## config.mk

```make
export PLATFORM = sky130hd
export DESIGN_NAME = bcd_multi_code_counter
export DESIGN_NICKNAME = d
export VERILOG_FILES = /design/src/rtl/bcd_multi_code_counter.sv
export SDC_FILE = /design/constraint.sdc
export NUM_CORES = 1
export LEC_CHECK = 0
export ABC_AREA = 1
export CORE_MARGIN = 3
export CORE_UTILIZATION = 40
export DETAILED_ROUTE_END_ITERATION = 8
export PLACE_DENSITY = 0.76
export SKIP_CTS_REPAIR_TIMING = 1
export SLEW_MARGIN = 20
export SYNTH_ARGS = -nofsm -noshare
export SYNTH_HDL_FRONTEND = slang
export SYNTH_SLANG_ARGS = --single-unit
```

## constraint.sdc

```tcl
create_clock -name clk -period 2.25 [get_ports clk]
set_input_delay 0.675 -clock clk [delete_from_list [all_inputs] [get_ports clk]]
set_output_delay 0.675 -clock clk [all_outputs]
set_load 0.01 [all_outputs]
```

## src/rtl/bcd_multi_code_counter.sv

```systemverilog
// Cascaded decade up/down counter with synchronous load. Each digit is kept as a binary
// value 0..9 and is encoded to 8421, 2421 (Aiken) or excess-3 on the output side only.
module bcd_multi_code_counter #(
    parameter int DIGITS = 2
) (
    input  logic                  clk,
    input  logic                  rst,
    input  logic                  en,
    input  logic                  up,
    input  logic                  load,
    input  logic [4*DIGITS-1:0]   load_val,
    input  logic [1:0]            mode,
    output logic [4*DIGITS-1:0]   out_code,
    output logic                  tc,
    output logic                  wrap
);

    logic [4*DIGITS-1:0] w_digits;
    logic [DIGITS:0]     w_carry;
    logic [DIGITS:0]     w_borrow;
    logic                r_wrap;

    function automatic logic [3:0] f_encode(input logic [3:0] d, input logic [1:0] m);
        logic [3:0] e;
        e = d;
        case (m)
            2'b01:   e = (d > 4'd4) ? d + 4'd6 : d;
            2'b10:   e = d + 4'd3;
            default: e = d;
        endcase
        return e;
    endfunction

    // Any out-of-range value is steered back into 0..9 so the digit can never stick there.
    function automatic logic [3:0] f_inc(input logic [3:0] d);
        return (d >= 4'd9) ? 4'd0 : d + 4'd1;
    endfunction

    function automatic logic [3:0] f_dec(input logic [3:0] d);
        return (d == 4'd0 || d > 4'd9) ? 4'd9 : d - 4'd1;
    endfunction

    function automatic logic [3:0] f_sanitize(input logic [3:0] d);
        return (d > 4'd9) ? 4'd0 : d;
    endfunction

    // w_carry[k] / w_borrow[k]: every digit below k sits at 9 / at 0.
    always_comb begin
        w_carry  = '0;
        w_borrow = '0;
        w_carry[0]  = 1'b1;
        w_borrow[0] = 1'b1;
        for (int k = 0; k < DIGITS; k++) begin
            w_carry[k+1]  = w_carry[k]  & (w_digits[4*k +: 4] == 4'd9);
            w_borrow[k+1] = w_borrow[k] & (w_digits[4*k +: 4] == 4'd0);
        end
    end

    generate
        for (genvar g = 0; g < DIGITS; g++) begin : g_digit
            logic [3:0] r_val;
            logic [3:0] w_nib;
            logic       w_step;

            assign w_nib  = load_val[4*g +: 4];
            assign w_step = up ? w_carry[g] : w_borrow[g];

            always_ff @(posedge clk or negedge rst) begin
                if (!rst) begin
                    r_val <= 4'd0;
                end else if (load) begin
                    r_val <= f_sanitize(w_nib);
                end else if (en && w_step) begin
                    r_val <= up ? f_inc(r_val) : f_dec(r_val);
                end
            end

            assign w_digits[4*g +: 4] = r_val;
            assign out_code[4*g +: 4] = f_encode(r_val, mode);
        end
    endgenerate

    assign tc = en & ~load & (up ? w_carry[DIGITS] : w_borrow[DIGITS]);

    // tc is already zero on load and hold cycles, so registering it gives the wrap pulse.
    always_ff @(posedge clk or negedge rst) begin
        if (!rst) begin
            r_wrap <= 1'b0;
        end else begin
            r_wrap <= tc;
        end
    end

    assign wrap = r_wrap;

endmodule

```

==> results.sh <==
export IMPL_multiInputGateArea_sq_mm=0.00115
export IMPL_max_freq_mhz=423
export IMPL_routed_top_layer="met4"
export IMPL_first_iter_violations=88
export IMPL_clk_path_buf_depth=2
export IMPL_ys_types=36
export IMPL_io_pin_count=25
export IMPL_final_layout_size_suffix_gt1_frac=0.391
export IMPL_grt_max_degree=14
export IMPL_grt_pass1_wl_um=6180
export IMPL_hold_end="g_digit[0].r_val[1]"
export IMPL_nets=308
export IMPL_place_congestion=0.875
export IMPL_core_area_sq_mm=0.00313
export IMPL_critPathKind="in -> out"
export IMPL_synthToLayoutAreaGrowth_pct=59.5
export IMPL_overflow=0
export IMPL_dr_pass1_iters=4
export IMPL_dp_slack_ns=-1.00
export IMPL_grt_pass1_vias=1445
export IMPL_wl_met3_um=201
export IMPL_cp_required_ns=1.57
export IMPL_rsz0062_at_grt="true"
export IMPL_fp_dieH_um=63.8
export IMPL_hold_start="g_digit[0].r_val[1]"
export IMPL_antenna_found_initial=0
export IMPL_wl_met1_um=1840
export IMPL_r2r_end="g_digit[1].r_val[3]"
export IMPL_yosysSeqAreaShare=0.168
export IMPL_relSlewSlack=0.714
export IMPL_yosysWarningCount=0
export IMPL_worstPathArrival_ns=1.69
export IMPL_die_area_sq_mm=0.00407
export IMPL_tightest_slew_ns=0.428
export IMPL_max_cap_violations=0
export IMPL_post_route_util=0.682
export IMPL_final_setup_worst_slack_ns=-0.113
export IMPL_vias=1627
export IMPL_num_rows=20
export IMPL_synth_edf_count=0
export IMPL_final_cell_area_sq_mm=0.00213
export IMPL_dp_hpwl_um=2930
export IMPL_hold_violations=0
export IMPL_ant_nets=0
export IMPL_n_antenna_cell=0
export IMPL_finClkSkew_ns=0.00643
export IMPL_cellLeakagePower_nw=1.06
export IMPL_crit_path_max_fanout=5
export IMPL_start_util=0.428
export IMPL_ys_seq_elements=9
export IMPL_rr_worst_depth=8
export IMPL_irDropWorstVdd_v=0.000353
export IMPL_routedWlPerCell_um=12.4
export IMPL_critical_path_startpoint_type="input port"
export IMPL_syn_num_nets=236
export IMPL_r2r_start="g_digit[1].r_val[2]"
export IMPL_dieWidth_um=63.8
export IMPL_status="finished with violations"
export IMPL_fin_crit_ns=2.36
export IMPL_place_area_sq_mm=0.00194
export IMPL_end_kind="output port"
export IMPL_wl_met2_um=1820
export IMPL_portBuffers=24
export IMPL_detail_route_wirelength_um=3960
export IMPL_h_tree_depth=1
export IMPL_violations="negative setup slack"
export IMPL_whs_path_depth=3
export IMPL_synthesis_area_sq_mm=0.00134
export IMPL_path_clk_slew_ns=0.07
export IMPL_fin_crit_sh=1.05
export IMPL_fill_cells=270
export IMPL_hold_class="reg -> reg"
export IMPL_root_buffer="clkbuf_4"
export IMPL_syn_avg_cell_area_sq_um=6.52
export IMPL_netlist_instances=205
export IMPL_seqCellArea_sq_um=226
export IMPL_clk_latency_ns=0.27
export IMPL_cts_tree="done"
export IMPL_viasPerCell=5.08
export IMPL_cts_sinks=9
export IMPL_track_usage=0.181
export IMPL_power_density_mw_per_mm2=623
export IMPL_drcViolationCount=0
export IMPL_r2r_slack_ns=0.68
export IMPL_drv_slew=0
export IMPL_setup_violations=9
export IMPL_cts_inserted_buffers=3
export IMPL_async_flop_share=1.00
export IMPL_synth_flop_cell="dfrtp_1"
## layer usage
| metal | global-route usage | vias up |
|---|---|---|
| met2 | 0.293 | 67 |
| li1 | - | 830 |
| met3 | 0.0176 | 12 |
| met5 | 0 | - |
| met4 | 0.0512 | 0 |
| met1 | 0.253 | 718 |
## cell usage after synthesis, types with 3 or more instances
cell type,number,share of area
a21oi_1,11,0.041
a31oi_1,4,0.019
dfrtp_1,9,0.17
ha_1,16,0.15
inv_1,17,0.048
inv_2,4,0.011
nand2_1,51,0.14
nand2_2,4,0.019
nand3_1,26,0.097
nor2_1,18,0.051
nor2_2,3,0.014
o21ai_0,7,0.026
o21ai_1,5,0.019
xor2_1,3,0.020
## placed cells by master (no fill, tap or decap), drive strengths merged
cell type      instances
a31oi                  4
nor3                   1
clkdlybuf4s50         12
nand2                 56
o211ai                 2
dfrtp                  9
a32oi                  1
clkbuf                 3
a21boi                 2
nor4                   1
ha                    16
xor2                   3
nand3                 30
o221ai                 1
buf                   57
clkinv                 2
a21oi                 13
inv                   22
nor2                  22
xnor2                  2
o21ai                 12
dlymetal6s2s           3
nand4                  2
## stage by stage
step | setup TNS [ns] | power, mW | cells | hold WS (ns)
after floorplan | 0 | 0.695 | 205 | 0.379
after detailed placement | -8.30 | 1.09 | 313 | 0.599
after global routing | -1.36 | 1.45 | 320 | 0.700
after global placement | -7.96 | 1.08 | 313 | 0.596
after CTS | -8.40 | 1.22 | 317 | 0.615
final | -0.738 | 1.33 | 320 | 0.653
## sequential cells by signal, indices dropped and copies added, names as in the netlist
register / cells
g_digit.r_val: 8
wrap: 1
## cells by family after synthesis
kind of cell | after synthesis | synth area share
buffers and inverters | 28 | 0.0907
adders and majority gates | 16 | 0.150
DFF | 9 | 0.168
xor gates and xnor gates | 5 | 0.0327
and+or+nand+nor | 112 | 0.399
AOI/OAI and AO/OA | 35 | 0.159
## critical path: stages
cell	delay, ns
buf_4	0.13
ha_4	0.30
inv_4	0.06
buf_6	0.11
buf_4	0.12
nor2_1	0.09
a31oi_1	0.05
buf_2	0.14
## power by group
part / switching (mW) / internal, mW / leakage, nW
Combinational: 0.496 / 0.473 / 0.929
Sequential: 0.0432 / 0.189 / 0.111
Clock: 0.0616 / 0.0657 / 0.0177
## final cells by class
class | count | share of cell area
well taps | 44 | 0.0258
repair buffers | 72 | 0.273
inverters | 23 | 0.0428
clock buffers | 3 | 0.0106
flip-flops and latches | 9 | 0.106
multi-input cells | 168 | 0.539
clock inverters | 1 | 0.00235
## worst max path at each step
stage                   startpoint           to  slack [ns]  depth (start not counted)
3_3_place_gp               mode[0]  out_code[5]       -0.94                          9
6_report                   mode[1]  out_code[3]       -0.11                          8
4_1_cts                    mode[0]  out_code[5]       -1.02                          9
5_1_grt        g_digit[1].r_val[1]  out_code[5]       -0.22                         10
3_5_place_dp               mode[0]  out_code[5]       -1.00                          9
2_1_floorplan              mode[0]  out_code[5]        0.02                          7
(Power assumes the default switching activity.)
